File: src/rtl/xgmii_pkg.sv
// Shared constants and types for the XGMII to 64b/66b transmit encoder.
package xgmii_pkg;

    localparam int unsigned LANES   = 8;
    localparam int unsigned BLOCK_W = 66;

    localparam logic [7:0] CHAR_IDLE  = 8'h07;
    localparam logic [7:0] CHAR_START = 8'hFB;
    localparam logic [7:0] CHAR_TERM  = 8'hFD;
    localparam logic [7:0] CHAR_ERROR = 8'hFE;

    localparam logic [6:0] CODE_IDLE  = 7'h00;
    localparam logic [6:0] CODE_ERROR = 7'h1E;

    localparam logic [7:0] TYPE_C  = 8'h1E;
    localparam logic [7:0] TYPE_S0 = 8'h78;
    localparam logic [7:0] TYPE_S4 = 8'h33;
    // Terminate block type indexed by the lane holding TERM
    localparam logic [7:0] TYPE_T [LANES] = '{8'h87, 8'h99, 8'hAA, 8'hB4,
                                              8'hCC, 8'hD2, 8'hE1, 8'hFF};

    localparam logic [1:0] SYNC_DATA = 2'b01;
    localparam logic [1:0] SYNC_CTRL = 2'b10;

    localparam logic [BLOCK_W-1:0] EBLOCK     = {{8{CODE_ERROR}}, TYPE_C, SYNC_CTRL};
    localparam logic [BLOCK_W-1:0] IDLE_BLOCK = {56'd0, TYPE_C, SYNC_CTRL};

    typedef enum logic [2:0] {
        TX_INIT = 3'd0,
        TX_C    = 3'd1,
        TX_D    = 3'd2,
        TX_T    = 3'd3,
        TX_E    = 3'd4
    } tx_state_t;

    typedef enum logic [2:0] {
        BLK_C = 3'd0,
        BLK_S = 3'd1,
        BLK_D = 3'd2,
        BLK_T = 3'd3,
        BLK_E = 3'd4
    } blk_class_t;

endpackage

File: src/rtl/xgmii_block_classifier.sv
// Combinational classification of one XGMII word into C, S, D, T or E.
module xgmii_block_classifier
    import xgmii_pkg::*;
(
    input  logic [63:0] data_in,
    input  logic [7:0]  ctrl_in,
    output logic [2:0]  blk_class,
    output logic [2:0]  t_lane,
    output logic [2:0]  start_lane
);

    logic [7:0] lane [LANES];
    logic       all_ce;
    logic       t_ok;
    logic       t_found;
    blk_class_t cls;

    for (genvar i = 0; i < LANES; i++) begin : g_lane
        assign lane[i] = data_in[8*i +: 8];
    end

    always_comb begin
        all_ce  = 1'b1;
        t_ok    = 1'b0;
        t_found = 1'b0;
        t_lane  = 3'd0;
        for (int i = 0; i < LANES; i++) begin
            if (lane[i] != CHAR_IDLE && lane[i] != CHAR_ERROR) all_ce = 1'b0;
        end
        // TERM at lane k: control bits k..7, lanes after k idle
        for (int k = 0; k < LANES; k++) begin
            t_ok = (ctrl_in == 8'(8'hFF << k)) && (lane[k] == CHAR_TERM);
            for (int j = 0; j < LANES; j++) begin
                if (j > k && lane[j] != CHAR_IDLE) t_ok = 1'b0;
            end
            if (t_ok) begin
                t_found = 1'b1;
                t_lane  = 3'(k);
            end
        end
    end

    always_comb begin
        cls        = BLK_E;
        start_lane = 3'd0;
        if (ctrl_in == 8'h00) begin
            cls = BLK_D;
        end else if (ctrl_in == 8'hFF && all_ce) begin
            cls = BLK_C;
        end else if (ctrl_in == 8'h01 && lane[0] == CHAR_START) begin
            cls = BLK_S;
        end else if (ctrl_in == 8'h1F && lane[0] == CHAR_IDLE && lane[1] == CHAR_IDLE &&
                     lane[2] == CHAR_IDLE && lane[3] == CHAR_IDLE && lane[4] == CHAR_START) begin
            cls        = BLK_S;
            start_lane = 3'd4;
        end else if (t_found) begin
            cls = BLK_T;
        end
    end

    assign blk_class = cls;

endmodule

File: src/rtl/xgmii_64b66b_encoder.sv
// Clause 49 transmit encoder: one registered 66-bit block per clock, with
// invalid sequences replaced by error blocks and counted.
module xgmii_64b66b_encoder
    import xgmii_pkg::*;
#(
    parameter int unsigned DATA_WIDTH    = 64,
    parameter int unsigned ERR_CNT_WIDTH = 16
) (
    input  logic                      clk,
    input  logic                      rst,
    input  logic [DATA_WIDTH-1:0]     data_in,
    input  logic [DATA_WIDTH/8-1:0]   ctrl_in,
    output logic [BLOCK_W-1:0]        block_out,
    output logic [2:0]                tx_state,
    output logic [ERR_CNT_WIDTH-1:0]  err_count
);

    if (DATA_WIDTH != 64) begin : g_bad_width
        $error("xgmii_64b66b_encoder: DATA_WIDTH must be 64");
    end

    logic [2:0]         cls_raw;
    logic [2:0]         t_lane;
    logic [2:0]         start_lane;
    blk_class_t         cls;
    tx_state_t          state;
    tx_state_t          next_state;
    logic               accept;
    logic [55:0]        c_codes;
    logic [55:0]        t_data;
    logic [BLOCK_W-1:0] fmt_block;
    logic [BLOCK_W-1:0] next_block;

    xgmii_block_classifier u_classifier (
        .data_in    (data_in),
        .ctrl_in    (ctrl_in),
        .blk_class  (cls_raw),
        .t_lane     (t_lane),
        .start_lane (start_lane)
    );

    assign cls = blk_class_t'(cls_raw);

    // Block formatter: encoding of the current word assuming it is legal here
    always_comb begin
        c_codes = '0;
        t_data  = '0;
        for (int i = 0; i < LANES; i++) begin
            c_codes[7*i +: 7] = (data_in[8*i +: 8] == CHAR_ERROR) ? CODE_ERROR : CODE_IDLE;
        end
        for (int i = 0; i < LANES - 1; i++) begin
            if (3'(i) < t_lane) t_data[8*i +: 8] = data_in[8*i +: 8];
        end
        case (cls)
            BLK_D:   fmt_block = {data_in, SYNC_DATA};
            BLK_C:   fmt_block = {c_codes, TYPE_C, SYNC_CTRL};
            BLK_S:   fmt_block = (start_lane == 3'd0) ?
                                 {data_in[63:8], TYPE_S0, SYNC_CTRL} :
                                 {data_in[63:40], 4'h0, {4{CODE_IDLE}}, TYPE_S4, SYNC_CTRL};
            BLK_T:   fmt_block = {t_data, TYPE_T[t_lane], SYNC_CTRL};
            default: fmt_block = EBLOCK;
        endcase
    end

    // Legal successors: C/S outside a packet, D/T inside, anything but E after an error
    always_comb begin
        case (state)
            TX_D:    accept = (cls == BLK_D) || (cls == BLK_T);
            TX_E:    accept = (cls != BLK_E);
            default: accept = (cls == BLK_C) || (cls == BLK_S);
        endcase
        next_state = TX_E;
        next_block = EBLOCK;
        if (accept) begin
            next_block = fmt_block;
            case (cls)
                BLK_C:   next_state = TX_C;
                BLK_S:   next_state = TX_D;
                BLK_D:   next_state = TX_D;
                BLK_T:   next_state = TX_T;
                default: next_state = TX_E;
            endcase
        end
    end

    always_ff @(posedge clk or posedge rst) begin
        if (rst) begin
            state     <= TX_INIT;
            block_out <= IDLE_BLOCK;
            err_count <= '0;
        end else begin
            state     <= next_state;
            block_out <= next_block;
            // An all-ERROR control word encodes identically to EBLOCK and counts too
            if (next_block == EBLOCK && err_count != '1) begin
                err_count <= err_count + ERR_CNT_WIDTH'(1);
            end
        end
    end

    assign tx_state = state;

endmodule

File: config.mk
export PLATFORM = sky130hd
export DESIGN_NAME = xgmii_64b66b_encoder
export DESIGN_NICKNAME = d
export VERILOG_FILES = /design/src/rtl/xgmii_pkg.sv /design/src/rtl/xgmii_block_classifier.sv /design/src/rtl/xgmii_64b66b_encoder.sv
export SDC_FILE = /design/constraint.sdc
export NUM_CORES = 1
export LEC_CHECK = 0
export CAP_MARGIN = 10
export CELL_PAD_IN_SITES_DETAIL_PLACEMENT = 2
export CELL_PAD_IN_SITES_GLOBAL_PLACEMENT = 2
export CORE_MARGIN = 4
export CORE_UTILIZATION = 28
export DETAILED_ROUTE_END_ITERATION = 8
export PLACE_DENSITY = 0.92
export SYNTH_ARGS = -nofsm -noshare
export SYNTH_HDL_FRONTEND = slang
export SYNTH_SLANG_ARGS = --single-unit
File: constraint.sdc
create_clock -name clk -period 4.17 [get_ports clk]
set_clock_uncertainty 0.2 [all_clocks]
set_input_delay 0.834 -clock clk [delete_from_list [all_inputs] [get_ports clk]]
set_output_delay 0.834 -clock clk [all_outputs]
set_load 0.03 [all_outputs]
==> out/summary.log, run 1 <==
[grt] antenna violations before repair 3
[logic_synthesis] number of warnings reported in the yosys synthesis log 0
[placed_design] detailed-placement wirelength estimate 28.2 mm
[clocking] CTS root buffer sky130_fd_sc_hd__clkbuf_16
[clocking] CTS Hold Buffers Added 0
[logic_synthesis] dominant synthesized flop cell sky130_fd_sc_hd__dfrtp_1
[grt] pin count of the biggest net entering global routing 47
[status] failing step global routing
[clocking] number of H-tree levels 3
[floorplanning] row count 50
[floorplanning] die width 147 um
[logic_synthesis] share of flip-flops with an asynchronous set or reset 1.00
[clocking] Num Clock Sinks 85
[timing] worst endpoint pin kind register input
[floorplanning] num ports 159
[logic_synthesis] Post-synth EDFFs 0
[floorplanning] height of the die 147 um
[logic_synthesis] Seq/Total Area, Yosys 0.397
[timing] last reported worst endpoint of the global-route repair pass err_count[5]$_DFFE_PP0P_/D
[logic_synthesis] post-synthesis net count 676
[placed_design] cell area after placement 8980 um^2
[logic_synthesis] netlist area before placement 5370 um^2
[logic_synthesis] synthesized instance count 596
[clocking] TritonCTS buffer count 9
[logic_synthesis] Avg Synthesized Cell Area 9.02 um^2
[logic_synthesis] flops & latches, synth 85
[logic_synthesis] unique cell type count in the Yosys netlist 85
[clocking] Max Root-Sink Buffers 2
[placed_design] PortBufs 158
[status] tool error [ERROR DPL-0033] detailed placement checks failed during check placement.
[placed_design] placer congestion estimate 0.980
[floorplanning] starting density of the core 0.286
[status] result of the run stopped before the end
==> synth_stat cells (3+ instances only) <==
library cell / n / share of area
sky130_fd_sc_hd__dfrtp_1: 80 / 0.37
sky130_fd_sc_hd__nand2_1: 65 / 0.045
sky130_fd_sc_hd__nor2_1: 56 / 0.039
sky130_fd_sc_hd__nand3_1: 34 / 0.032
sky130_fd_sc_hd__a22oi_1: 28 / 0.039
sky130_fd_sc_hd__nand4_1: 23 / 0.027
sky130_fd_sc_hd__a221o_1: 22 / 0.041
sky130_fd_sc_hd__inv_1: 21 / 0.015
sky130_fd_sc_hd__nor4_1: 19 / 0.022
sky130_fd_sc_hd__xnor2_1: 17 / 0.028
sky130_fd_sc_hd__o21ai_0: 15 / 0.014
sky130_fd_sc_hd__a21oi_1: 14 / 0.013
sky130_fd_sc_hd__clkbuf_1: 14 / 0.0098
sky130_fd_sc_hd__nand4b_1: 14 / 0.023
sky130_fd_sc_hd__nor3_1: 14 / 0.013
sky130_fd_sc_hd__and3_1: 12 / 0.014
sky130_fd_sc_hd__a31oi_1: 10 / 0.012
sky130_fd_sc_hd__o22ai_1: 7 / 0.0081
sky130_fd_sc_hd__ha_1: 6 / 0.014
sky130_fd_sc_hd__nand2b_1: 6 / 0.0070
sky130_fd_sc_hd__buf_2: 5 / 0.0047
sky130_fd_sc_hd__dfstp_2: 5 / 0.024
sky130_fd_sc_hd__or2_2: 5 / 0.0058
sky130_fd_sc_hd__a21boi_0: 4 / 0.0056
sky130_fd_sc_hd__a32o_1: 4 / 0.0075
sky130_fd_sc_hd__o211ai_1: 4 / 0.0056
sky130_fd_sc_hd__or3_1: 4 / 0.0047
sky130_fd_sc_hd__or4_1: 4 / 0.0056
sky130_fd_sc_hd__a211o_1: 3 / 0.0049
sky130_fd_sc_hd__a41oi_1: 3 / 0.0049
sky130_fd_sc_hd__and2_1: 3 / 0.0035
sky130_fd_sc_hd__and4_1: 3 / 0.0049
sky130_fd_sc_hd__nor3b_1: 3 / 0.0042
sky130_fd_sc_hd__o21ai_2: 3 / 0.0049
==> repair_timing <==
item | 4_1_cts
pin swaps | 71
resized for setup | 236
gates cloned | 2
buffers inserted | 49
endpoints found under the setup margin | 77
==> kinds of logic after synthesis <==
kind of cell	share of synthesized area
and+or+nand+nor	0.297
muxes	0.00489
xor gates and xnor gates	0.0293
buffers and inverters	0.0356
AOI/OAI and AO/OA	0.222
adders and majority gates	0.0140
DFF	0.397
==> stage by stage <==
stage / hold WS [ps] / instances / utilization / setup slack (ps)
2_1_floorplan: 463 / 596 / - / 0.572
3_3_place_gp: 277 / 1199 / 0.478 / -620
3_5_place_dp: 302 / 1199 / 0.478 / -1010
4_1_cts: 315 / 1266 / 0.549 / -107
==> run 2, diff against run 1 <==
Settings changed: CELL_PAD_IN_SITES_DETAIL_PLACEMENT 2 to default, CELL_PAD_IN_SITES_GLOBAL_PLACEMENT 2 to default, CORE_UTILIZATION 28 to 40, PLACE_DENSITY 0.92 to default, PLACE_DENSITY_LB_ADDON from default to 0.15.
==> out/summary.log, run 2 <==
[routing] Pre-antenna DRT Iters 7
[layout] core utilization of the finished layout 0.769
[timing] tightest slew margin relative to the limit 0.490
[logic_synthesis] dominant synthesized flop cell sky130_fd_sc_hd__dfrtp_1
[setup_path] startpoint-to-endpoint class of the critical path input port to flop
[clocking] Reg clk slew, reported paths 70 ps
[setup_path] master of the slowest instance on the critical path sky130_fd_sc_hd__clkdlybuf4s50_1
[clocking] clock insertion delay at the later pin of the skew report 350 ps
[pwr] overall power after layout 2.22 mW
[timing] final hold slack 300 ps
[layout] most flop-heavy register block_out
[floorplanning] core area 13200 um^2
[grt] met2 track demand over resource in global routing 0.573
[placed_design] placed cell count 1157
[routing] total number of vias 7123
[pwr] total leakage power 4.38 nW
[logic_synthesis] Avg Synthesized Cell Area 9.02 um^2
[placed_design] PortBufs 158
[setup_path] number of buffers and inverters on the critical path 3
[timing] fin crit share 1.03
[clocking] CTS tree yes
[setup_path] kind of cell adding the most delay to the critical path compound AO/OA/AOI/OAI gates
[grt] global-route met3 utilization 0.0745
[layout] sequential cell area in the final layout 2130 um^2
[floorplanning] height of the die 124 um
[routing] detailed-route wire length per cell 22.1 um
[pwr] power density over the cells 219 nW/um^2
[grt] Global Route Usage Sum 0.337
[setup_path] Max stage delay on crit path 500 ps
[status] result of the run complete, but fails checks
[logic_synthesis] Seq/Total Area, Yosys 0.397
[grt] total grt overflow 0
[timing] Hold Vio Cnt, Final 0
[routing] drt drc 0
[grt] pin count of the biggest net entering global routing 38
[layout] most frequent standard cell in the layout excluding fill and tap cells sky130_fd_sc_hd__buf_4
[setup_path] data arrival time at the worst-slack endpoint 4330 ps
[job] max-capacitance violation count 0
[logic_synthesis] ranking of synthesized cells by area sky130_fd_sc_hd__dfrtp_1 (37%), sky130_fd_sc_hd__nand2_1 (4.5%), sky130_fd_sc_hd__a221o_1 (4.1%)
[logic_synthesis] netlist area before placement 5370 um^2
[timing] number of slew-limit violations in the final report 0
[setup_path] worst path cell trace clkdlybuf4s50_1 > nand3_1 > nor2_2 > a31oi_4 > o21ai_2 > buf_6 > ha_4 > o2111a_2 > o21a_1 > o32ai_1 > a31oi_1 > o21ai_2 > o41ai_4 > buf_6 > nand3_1 > xnor2_1
[pwr] VDD IR-drop max 161 uV
[timing] setup-violating endpoint count in the final report 7
[placed_design] detailed-placement wirelength estimate 20.4 mm
[layout] layout net count 1098
[clocking] number of H-tree levels 3
[logic_synthesis] synthesized instance count 596
[layout] area growth from synthesis to layout 88.8%
[routing] Total Wirelength 26.5 mm
[layout] commonest cells after routing, fill and taps aside sky130_fd_sc_hd__buf_4 (257), sky130_fd_sc_hd__clkdlybuf4s50_1 (95), sky130_fd_sc_hd__dfrtp_1 (80), sky130_fd_sc_hd__nand2_1 (60), sky130_fd_sc_hd__nor2_1 (51)
[setup_path] category of the worst setup path capture point flop
[floorplanning] row count 42
[grt] busiest layer in global routing met2
[floorplanning] die width 124 um
[logic_synthesis] top post-synthesis cells by count sky130_fd_sc_hd__dfrtp_1 (80), sky130_fd_sc_hd__nand2_1 (65), sky130_fd_sc_hd__nor2_1 (56), sky130_fd_sc_hd__nand3_1 (34), sky130_fd_sc_hd__a22oi_1 (28)
[routing] DRT iter0 DRCs 674
[logic_synthesis] unique cell type count in the Yosys netlist 85
[timing] RSZ-0062 raised after global routing yes
[grt] global-route wire length before repair 39.0 mm
[layout] Largest register FFs 66
[layout] final std cells w/o fill 1199
[timing] Final WS setup -121 ps
[floorplanning] num ports 159
[layout] area of combinational cells with multiple inputs 3690 um^2
[logic_synthesis] number of warnings reported in the yosys synthesis log 0
[routing] count of nets left with antenna violations after detail routing 0
[grt] antenna violations before repair 0
[clocking] TritonCTS buffer count 9
[logic_synthesis] Post-synth EDFFs 0
[status] failing checks negative setup slack
[logic_synthesis] fraction of synthesized cell area taken by the top area cell type 0.373
[clocking] CTS root buffer sky130_fd_sc_hd__clkbuf_16
[logic_synthesis] share of flip-flops with an asynchronous set or reset 1.00
[timing] Least-Margin Pin Slew 756 ps
[logic_synthesis] post-synthesis net count 676
[logic_synthesis] Synth area leader sky130_fd_sc_hd__dfrtp_1
[setup_path] Data required, critical path 4210 ps
[min_path] Hold Path Class flop to flop
[setup_path] Critical Path Source Type input port
[clocking] Max Root-Sink Buffers 2
[floorplanning] DIE AREA 15400 um^2
[grt] Global Route met1 Usage 0.408
[routing] Vias per Instance 5.94
[layout] share of final-layout standard cells stronger than drive strength 1 0.400
[placed_design] placer congestion estimate 0.965
[layout] antenna diode count 0
[logic_synthesis] cell with the most instances after synthesis sky130_fd_sc_hd__dfrtp_1
[layout] layout filler cell count 949
[timing] minimum period implied by the final worst setup slack 4290 ps
[timing] maximum operating frequency 233 MHz
[setup_path] worst-path fanout max 6
[clocking] Num Clock Sinks 85
[floorplanning] starting density of the core 0.407
[logic_synthesis] flops & latches, synth 85
[grt] number of global-route vias before repair 7043
run 2: final timing paths:
kind	depth (start not counted)	endpoint	slack, ps	start
setup reg to reg	11	err_count[8]	1270	err_count[4]
hold reg to reg	1	err_count[11]	300	err_count[11]
max in group asynchronous	3	block_out[1]	2520	rst
setup / recovery	16	err_count[8]	-120	data_in[36]
min in group asynchronous	2	block_out[12]	510	rst
hold / removal	1	err_count[11]	300	err_count[11]
run 2: repair_timing:
| action | CTS | global route |
|---|---|---|
| cloned | 2 | 0 |
| gates resized for setup | 142 | 76 |
| endpoints found under the setup margin | 28 | 73 |
| endpoints found under the hold margin | 0 | 0 |
| hold buffers | 0 | 0 |
| pin swaps | 40 | 34 |
| setup buffers | 11 | 13 |
run 2: kinds of logic after synthesis:
family,synth area share
compound gates,0.222
flops,0.397
simple gates,0.297
xor+xnor,0.0293
fa+ha+maj,0.0140
mux,0.00489
buf+inv,0.0356
run 2: where the power goes:
part	internal [mW]	switching [mW]	total [mW]
Clock	0.405	0.344	0.750
Sequential	0.865	0.0520	0.917
Combinational	0.263	0.288	0.551
run 2: final cells by class:
cell class	count	area share
multi-input cells	466	0.364
inverters	21	0.00839
well taps	176	0.0217
flip-flops and latches	85	0.210
clock inverters	5	0.00358
clock buffers	11	0.0229
repair buffers	435	0.369
run 2: routing by layer:
| metal | part of all wire | up-vias |
|---|---|---|
| met3 | 0.082 | 102 |
| li1 | - | 3159 |
| met2 | 0.48 | 411 |
| met5 | 0 | - |
| met4 | 0.046 | 0 |
| met1 | 0.39 | 3451 |
run 2: through the flow:
step                      cell area, um^2  setup TNS [ps]  worst slack (ps)
after floorplan                      5450               0             0.572
after global placement               9050          -22000              -646
after detailed placement             9050          -26470              -684
after CTS                            9800               0             0.990
after global routing                10100           -1200              -198
final                               10100            -194              -121
(Power assumes the default switching activity.)
